File: config.mk
export PLATFORM = sky130hd
export DESIGN_NAME = spi_master
export DESIGN_NICKNAME = d
export VERILOG_FILES = /design/src/rtl/spi_master.sv
export SDC_FILE = /design/constraint.sdc
export NUM_CORES = 1
export LEC_CHECK = 0
export ABC_CLOCK_PERIOD_IN_PS = 2100
export CELL_PAD_IN_SITES_DETAIL_PLACEMENT = 0
export CELL_PAD_IN_SITES_GLOBAL_PLACEMENT = 1
export CORE_MARGIN = 2
export CORE_UTILIZATION = 34
export CTS_CLUSTER_DIAMETER = 40
export DETAILED_ROUTE_END_ITERATION = 10
export PLACE_DENSITY = 0.86
export REMOVE_ABC_BUFFERS = 1
export SLEW_MARGIN = 30
export SYNTH_ARGS = -nofsm -noshare
export SYNTH_HDL_FRONTEND = slang
export SYNTH_SLANG_ARGS = --single-unit
File: constraint.sdc
create_clock -name clk -period 2.1 [get_ports clk]
set_clock_uncertainty 0.1 [all_clocks]
set_input_delay 0.42 -clock clk [delete_from_list [all_inputs] [get_ports clk]]
set_output_delay 0.42 -clock clk [all_outputs]
set_load 0.005 [all_outputs]
File: src/rtl/spi_master.sv
// spi_master
//   Memory-mapped SPI master (mode 0, MSB first, 8-bit frames) on the CPU
//   register bus. Register reads are registered and return one cycle after
//   the request so the block muxes into the shared rdata path.
//
// Parameters
//   DIV_W      width of the SCLK divider register
//   DIV_RESET  divider reset value; SCLK half-period is div+1 clk cycles
//
// Ports
//   clk    in   system clock, rising edge
//   reset  in   asynchronous active-low reset
//   sel    in   block select from the top-level address decode
//   addr   in   [1:0] register offset: 0 DATA, 1 STATUS, 2 DIV, 3 CS
//   re     in   read request
//   we     in   [3:0] byte write enables; only full-word writes take effect
//   wdata  in   [31:0] write data
//   rdata  out  [31:0] registered read data
//   sclk   out  SPI clock, idles low
//   mosi   out  SPI data out
//   miso   in   SPI data in
//   cs_n   out  software-controlled chip select

module spi_master #(
    parameter int          DIV_W     = 8,
    parameter int unsigned DIV_RESET = 3
) (
    input  logic        clk,
    input  logic        reset,
    input  logic        sel,
    input  logic [1:0]  addr,
    input  logic        re,
    input  logic [3:0]  we,
    input  logic [31:0] wdata,
    output logic [31:0] rdata,
    output logic        sclk,
    output logic        mosi,
    input  logic        miso,
    output logic        cs_n
);

    typedef enum logic [1:0] {
        IDLE = 2'd0,
        LOW  = 2'd1,
        HIGH = 2'd2
    } state_t;

    state_t             state, state_next;
    logic [DIV_W-1:0]   hcnt, hcnt_next;
    logic [2:0]         bcnt, bcnt_next;
    logic [7:0]         shreg, shreg_next;
    logic               sclk_next, mosi_next;
    logic               xfer_end;

    logic [DIV_W-1:0]   div;
    logic [7:0]         rx_byte;
    logic               done;
    logic               busy;

    logic               wr_en, rd_en, start;
    logic               unused_wdata;

    assign wr_en = sel & (&we);
    assign rd_en = sel & re;
    assign busy  = (state != IDLE);
    assign start = wr_en && (addr == 2'd0) && !busy;

    // Upper write-data bits have no register behind them.
    assign unused_wdata = ^wdata[31:8];

    // One shift register serves both directions: the transmit byte shifts
    // out of the MSB while received bits enter at the LSB on each SCLK rise,
    // so after eight rises it holds the received byte.
    always_comb begin
        state_next = state;
        hcnt_next  = hcnt;
        bcnt_next  = bcnt;
        shreg_next = shreg;
        sclk_next  = sclk;
        mosi_next  = mosi;
        xfer_end   = 1'b0;
        case (state)
            IDLE: begin
                sclk_next = 1'b0;
                if (start) begin
                    mosi_next  = wdata[7];
                    shreg_next = wdata[7:0];
                    hcnt_next  = div;
                    bcnt_next  = 3'd7;
                    state_next = LOW;
                end
            end
            LOW: begin
                if (hcnt != '0) begin
                    hcnt_next = hcnt - 1'b1;
                end else begin
                    sclk_next  = 1'b1;
                    shreg_next = {shreg[6:0], miso};
                    hcnt_next  = div;
                    state_next = HIGH;
                end
            end
            HIGH: begin
                if (hcnt != '0) begin
                    hcnt_next = hcnt - 1'b1;
                end else begin
                    sclk_next = 1'b0;
                    if (bcnt == 3'd0) begin
                        xfer_end   = 1'b1;
                        state_next = IDLE;
                    end else begin
                        // After the rise the next transmit bit sits in the MSB.
                        mosi_next  = shreg[7];
                        bcnt_next  = bcnt - 3'd1;
                        hcnt_next  = div;
                        state_next = LOW;
                    end
                end
            end
            default: begin
                state_next = IDLE;
                sclk_next  = 1'b0;
            end
        endcase
    end

    // FSM and shift datapath registers.
    always_ff @(posedge clk or negedge reset) begin
        if (!reset) begin
            state <= IDLE;
            hcnt  <= '0;
            bcnt  <= 3'd0;
            shreg <= 8'h00;
            sclk  <= 1'b0;
            mosi  <= 1'b0;
        end else begin
            state <= state_next;
            hcnt  <= hcnt_next;
            bcnt  <= bcnt_next;
            shreg <= shreg_next;
            sclk  <= sclk_next;
            mosi  <= mosi_next;
        end
    end

    // Software-visible registers. Transfer end outranks a same-cycle DATA
    // read so firmware never loses a completion; start and end cannot
    // coincide because they occur in different FSM states.
    always_ff @(posedge clk or negedge reset) begin
        if (!reset) begin
            done    <= 1'b0;
            rx_byte <= 8'h00;
            div     <= DIV_W'(DIV_RESET);
            cs_n    <= 1'b1;
        end else begin
            if (xfer_end) begin
                done    <= 1'b1;
                rx_byte <= shreg;
            end else if (start) begin
                done <= 1'b0;
            end else if (rd_en && (addr == 2'd0)) begin
                done <= 1'b0;
            end
            if (wr_en && (addr == 2'd2) && !busy) begin
                div <= wdata[DIV_W-1:0];
            end
            if (wr_en && (addr == 2'd3)) begin
                cs_n <= wdata[0];
            end
        end
    end

    // Registered read mux; rdata holds between accepted reads.
    always_ff @(posedge clk or negedge reset) begin
        if (!reset) begin
            rdata <= 32'h0;
        end else if (rd_en) begin
            case (addr)
                2'd0:    rdata <= {24'h0, rx_byte};
                2'd1:    rdata <= {30'h0, done, busy};
                2'd2:    rdata <= {{(32-DIV_W){1'b0}}, div};
                default: rdata <= {31'h0, cs_n};
            endcase
        end
    end

endmodule

== Yosys cells after proc, flatten, opt, wreduce, memory -nomap -nowiden ==
Cells that the tools add are included.

* Bits in registers: 73
* Bits of input ports: 43
* Output and inout bits: 35
* Logic and storage cells: 78

* $add $sub $neg: 2
* Eq/ne operators: 10
* Multiplexer cells: 31
* Bitwise logic cells: 2
* Reduce and logical (&&, ||, !) cells: 22

{| class="wikitable"
|+ Operators by type and width
! cell !! number
|-
| $mux 8 || 6
|-
| $pmux 8 s3 || 2
|-
| $pmux 8 s2 || 1
|-
| $mux 1 || 12
|-
| $mux 3 || 3
|-
| $reduce_and 3->1 || 3
|-
| $ne 2x2->1 const B || 4
|-
| $reduce_and 4->1 || 2
|-
| $reduce_bool 8->1 || 1
|-
| $sub 8x1->8 const B || 1
|-
| $eq 2x2->1 const B || 3
|-
| $logic_and 1x1->1 || 6
|-
| $mux 2 || 3
|-
| $pmux 2 s3 || 1
|-
| $pmux 3 s2 || 1
|-
| $reduce_bool 2->1 || 3
|-
| $reduce_bool 3->1 || 2
|-
| $eq 2x1->1 const B || 2
|-
| $logic_not 2->1 || 2
|-
| $pmux 1 s2 || 2
|-
| $logic_not 3->1 || 1
|-
| $ne 3x3->1 const B || 1
|-
| $sub 3x1->3 const B || 1
|-
| $and 1x1->1 || 2
|-
| 2 further kinds || 2
|}

== Logic depth before layout (Yosys ltp) ==
* Word-level depth: 6
* Mapped depth: 8
* Depth with buffers taken out: 6

== Least setup slack after synthesis ==
No wires, ideal clock.

* Path type: register -> register
* Start: register hcnt[0]
* End: register rx_byte[0]
* Setup time: 0.125 ns
* Data arrival time: 2.073 ns
* Data required time: 1.875 ns
* Slack: -0.198 ns
* Cell stages (with the launch flop): 7
* Buffers on the path: 1
* Period minus slack after synthesis: 2.298 ns
* Path through: dfrtp_1 -> inv_1 -> ha_1 -> or3b_2 -> nor4_4 -> buf_6 -> mux2_2

* Cells in the longest elaborated chain, start to end: 3

{| class="wikitable"
|+ Ends and longest elaborated chain
! item !! line !! text
|-
| start: declaration || 49 || <nowiki>logic [DIV_W-1:0] hcnt, hcnt_next;</nowiki>
|-
| start signal: assignment || 138 || <nowiki>hcnt <= hcnt_next;</nowiki>
|-
| $reduce_bool 8->1 || 104 || <nowiki>if (hcnt != '0) begin</nowiki>
|-
| $mux 1 || 104 ||
|-
| $mux 1 || 82 || <nowiki>case (state)</nowiki>
|-
| end signal: assignment || 158 || <nowiki>rx_byte <= shreg;</nowiki>
|-
| end: declaration || 56 || <nowiki>logic [7:0] rx_byte;</nowiki>
|}

No other way between the ends.
A chain may end at the register's enable or synchronous reset.

== Final worst setup path ==
* Start: register hcnt[1]
* End: register hcnt[0]

* Cells in the longest elaborated chain, start to end: 3
* Elaborated cells on any way between the ends: 6
* Those cells by class: eq/ne (1); mux (3); reduce/logical (2)

{| class="wikitable"
|+ Ends and longest elaborated chain
! item !! line
|-
| $reduce_bool 8->1 * || 94, 104
|-
| $ne 3x3->1 (no line), or another cell as far along || --
|-
| $reduce_and 3->1 (no line) or $pmux 8 s3 (tied branches) || --
|}

Mark *: on every way between the ends. The rest lies on a longest branch, timed or not.

==> flow_metrics.tcl <==
set metrics [dict create \
    cts_tree "yes" \
    p_clk_frac 0.135 \
    reg2reg_depth 8 \
    cp.arrival_ns 2.20 \
    insertion_delay_ns 0.31 \
    layout-drive-gt1-share 0.366 \
    num_io_pins 78 \
    multi_input_area_mm2 0.00145 \
    die_area_mm2 0.00892 \
    grt_setup_unrepaired "yes" \
    pwr-share-comb 0.563 \
    crit_slowest_cell "dfrtp_1" \
    initialDrtViolationCount 132 \
    cp_max_fo 5 \
    crit_chain "inv_2 -> ha_4 -> or3b_4 -> nor4_4 -> buf_4 -> buf_6 -> nor4_2 -> a311o_1" \
    cts.sinks 49 \
    fill_cells 726 \
    period_share 1.00 \
    grt_overflow 0 \
    rrSetupSlack_ns -0.005 \
    worst_slew_pin_slew_ns 0.497 \
    holdWs_ns 0.392 \
    setup_slack_ns -0.00459 \
    slowest_delay_ns 0.40 \
    synth_seq_cells 49 \
    crit_end "hcnt[0]$_DFFE_PN0P_" \
    final_common_cell "dfrtp_1" \
    synth_warnings 0 \
    grt_max_degree 50 \
    final_nets 373 \
    place_congestion 0.893 \
    cts_buffers 5 \
    postSynthAreaPerCell_um2 11.2 \
    layout_min_cycle_time_ns 2.10 \
    outcome "finished, violations left" \
    final_cell_mix "dfrtp_1, buf_4, mux2_2" \
    die_w_um 94.5 \
    powerDensity_mw_per_mm2 1240 \
    synthFlopType "dfrtp_1" \
    swShare 0.380 \
    mappedNetlistArea_mm2 0.00278 \
    diodes 0 \
    worstReg2RegEnd "hcnt[0]$_DFFE_PN0P_" \
    peakVddDrop_v 0.000627 \
    vias_per_cell 4.99 \
    dp_hpwl_mm 4.62 \
    critPathKind "flip-flop to flip-flop" \
    cp-start-kind "flip-flop" \
    drc 0 \
    dr.pass1.iters 4 \
    synth_edf_count 0 \
    slew_viol_final 0 \
    cts_max_level 2 \
    cts_root_buf "clkbuf_8" \
    placed_cell_area_mm2 0.00337 \
    antenna_found_initial 0 \
    wire_per_inst_um 15.1 \
    area_growth_pct 30.4 \
    ys_seq_area_frac 0.442 \
    power.switching_mw 1.71 \
    seq_area_mm2 0.00123 \
    crit_required_ns 2.20 \
    clockBufferDepth 2 \
    ys_types 47 \
    finalSetupViolCount 1 \
    critPathCaptureType "flip-flop" \
    postRouteAntennaNets 0 \
    critical-path-top-delay-family "simple AND/OR/NAND/NOR gates" \
    syn-instance-count 248 \
    r2r-start "hcnt[1]$_DFFE_PN0P_" \
    row_count 32 \
    hold_violations 0 \
    num_vias 2114 \
    cp.depth 8 \
    crit_buf_inv 3 \
    power_mw 4.51 \
    max_freq_mhz 475 \
    grt_pass1_wl_mm 10.3 \
    track_usage 0.149 \
    violations "setup timing" \
    p_seq_frac 0.302 \
    start_util 0.355 \
    slew_headroom 0.660 \
    path_clk_slew_ns 0.10 \
    p_leak_nw 1.65 \
    startpoint "hcnt[1]$_DFFE_PN0P_" \
    hold_path.class "flip-flop to flip-flop" \
    wl_mm 6.39 \
    grt_pass1_vias 2049 \
    port_buffers 29 \
    fin_area_mm2 0.00363 \
    core-area_mm2 0.00785 \
    async_flop_share 1.00 \
    dieHeight_um 94.5 \
    p_int_mw 2.80 \
    maxCapViolCount 0 \
]
-- power groups by stage --
stage | Clock, mW | Combinational, mW | Sequential [mW]
2_1_floorplan | 0 | 1.32 | 1.37
3_3_place_gp | 0 | 2.27 | 1.35
3_5_place_dp | 0 | 2.31 | 1.37
4_1_cts | 0.622 | 2.39 | 1.35
5_1_grt | 0.660 | 2.75 | 1.39
6_report | 0.610 | 2.54 | 1.36
-- worst min-delay path by stage --
stage | startpoint | to | slack (ns) | cells after the start
after floorplan | reset | bcnt[0]$_DFFE_PN0P_ | 0.02 | 0
after global placement | reset | rdata[1]$_DFFE_PN0P_ | 0.32 | 2
after detailed placement | reset | rdata[0]$_DFFE_PN0P_ | 0.33 | 2
after CTS | rdata[6]$_DFFE_PN0P_ | rdata[6]$_DFFE_PN0P_ | 0.39 | 2
after global routing | done$_DFFE_PN0P_ | done$_DFFE_PN0P_ | 0.43 | 1
final | rdata[1]$_DFFE_PN0P_ | rdata[1]$_DFFE_PN0P_ | 0.39 | 2
-- cells in the mapped netlist (2+ instances only) --
cell type | count | area [um^2]
a21oi_1 | 5 | 25.0
clkbuf_1 | 3 | 11.3
o21ai_0 | 11 | 55.1
mux2_2 | 40 | 450
nand4_1 | 3 | 18.8
o211ai_1 | 3 | 22.5
mux2i_1 | 10 | 100
or2_2 | 2 | 12.5
nand2_1 | 15 | 56.3
inv_1 | 15 | 56.3
nor4_1 | 3 | 18.8
buf_4 | 24 | 180
buf_1 | 3 | 11.3
a2111oi_0 | 5 | 43.8
dfrtp_1 | 46 | 1150
o22ai_1 | 4 | 25.0
dfstp_2 | 3 | 78.8
nor2_1 | 7 | 26.3
a2bb2oi_1 | 3 | 26.3
or3_2 | 2 | 15.0
nand3_1 | 4 | 20.0
ha_1 | 9 | 113
nand2b_1 | 2 | 12.5
nor4_4 | 2 | 42.5
a22oi_1 | 2 | 15.0
-- what timing repair did --
item | 4_1_cts | 5_1_grt
gates resized for setup | 12 | 18
pin swaps | 1 | 6
setup endpoints to repair | 24 | 29
hold buffers | 1 | 0
setup buffers | 3 | 3
cloned | 1 | 0
endpoints found under the hold margin | 23 | 0
-- worst reg2reg max path, stage by stage (launching register included) --
cell     delay (ns)
dfrtp_1        0.40
inv_2          0.08
ha_4           0.14
or3b_4         0.40
nor4_4         0.24
buf_4          0.19
buf_6          0.12
nor4_2         0.05
a311o_1        0.28
-- area by class of cell --
| type | instances | area share |
|---|---|---|
| multi-input cells | 175 | 0.399 |
| flip-flops and latches | 49 | 0.339 |
| repair buffers | 75 | 0.184 |
| well taps | 102 | 0.0352 |
| clock buffers | 5 | 0.0190 |
| inverters | 15 | 0.0155 |
| clock inverters | 3 | 0.00793 |
-- flip-flops by register name, indices dropped and copies added (netlist names) --
register	flops
rdata	8
state	2
done	1
bcnt	3
mosi	1
rx_byte	8
sclk	1
cs_n	1
shreg	8
div	8
hcnt	8
-- cell families after synthesis --
group | synth area share
muxes | 0.206
DFF | 0.442
and+or+nand+nor | 0.104
buffers and inverters | 0.0989
AOI/OAI and AO/OA | 0.107
adders and majority gates | 0.0405
other | 0.00135
-- metal layers --
layer / share of wire / vias to the layer above / wire (um) / GRT usage
met5: 0 / - / 0 / 0
met4: 0.013 / 0 / 85 / 0.0423
met3: 0.038 / 9 / 240 / 0.0223
met2: 0.50 / 56 / 3180 / 0.254
met1: 0.45 / 1051 / 2880 / 0.199
li1: - / 998 / - / -
-- metrics by stage --
step,cells,utilization,setup WS [ns],setup TNS [ns]
6_report,424,0.462,-0.00459,-0.00459
3_3_place_gp,409,0.429,-0.338,-7.96
4_1_cts,421,0.451,-0.0813,-0.744
2_1_floorplan,239,-,-0.392,-5.74
5_1_grt,424,0.462,-0.101,-1.72
3_5_place_dp,409,0.429,-0.361,-8.70
(Power assumes the default switching activity.)
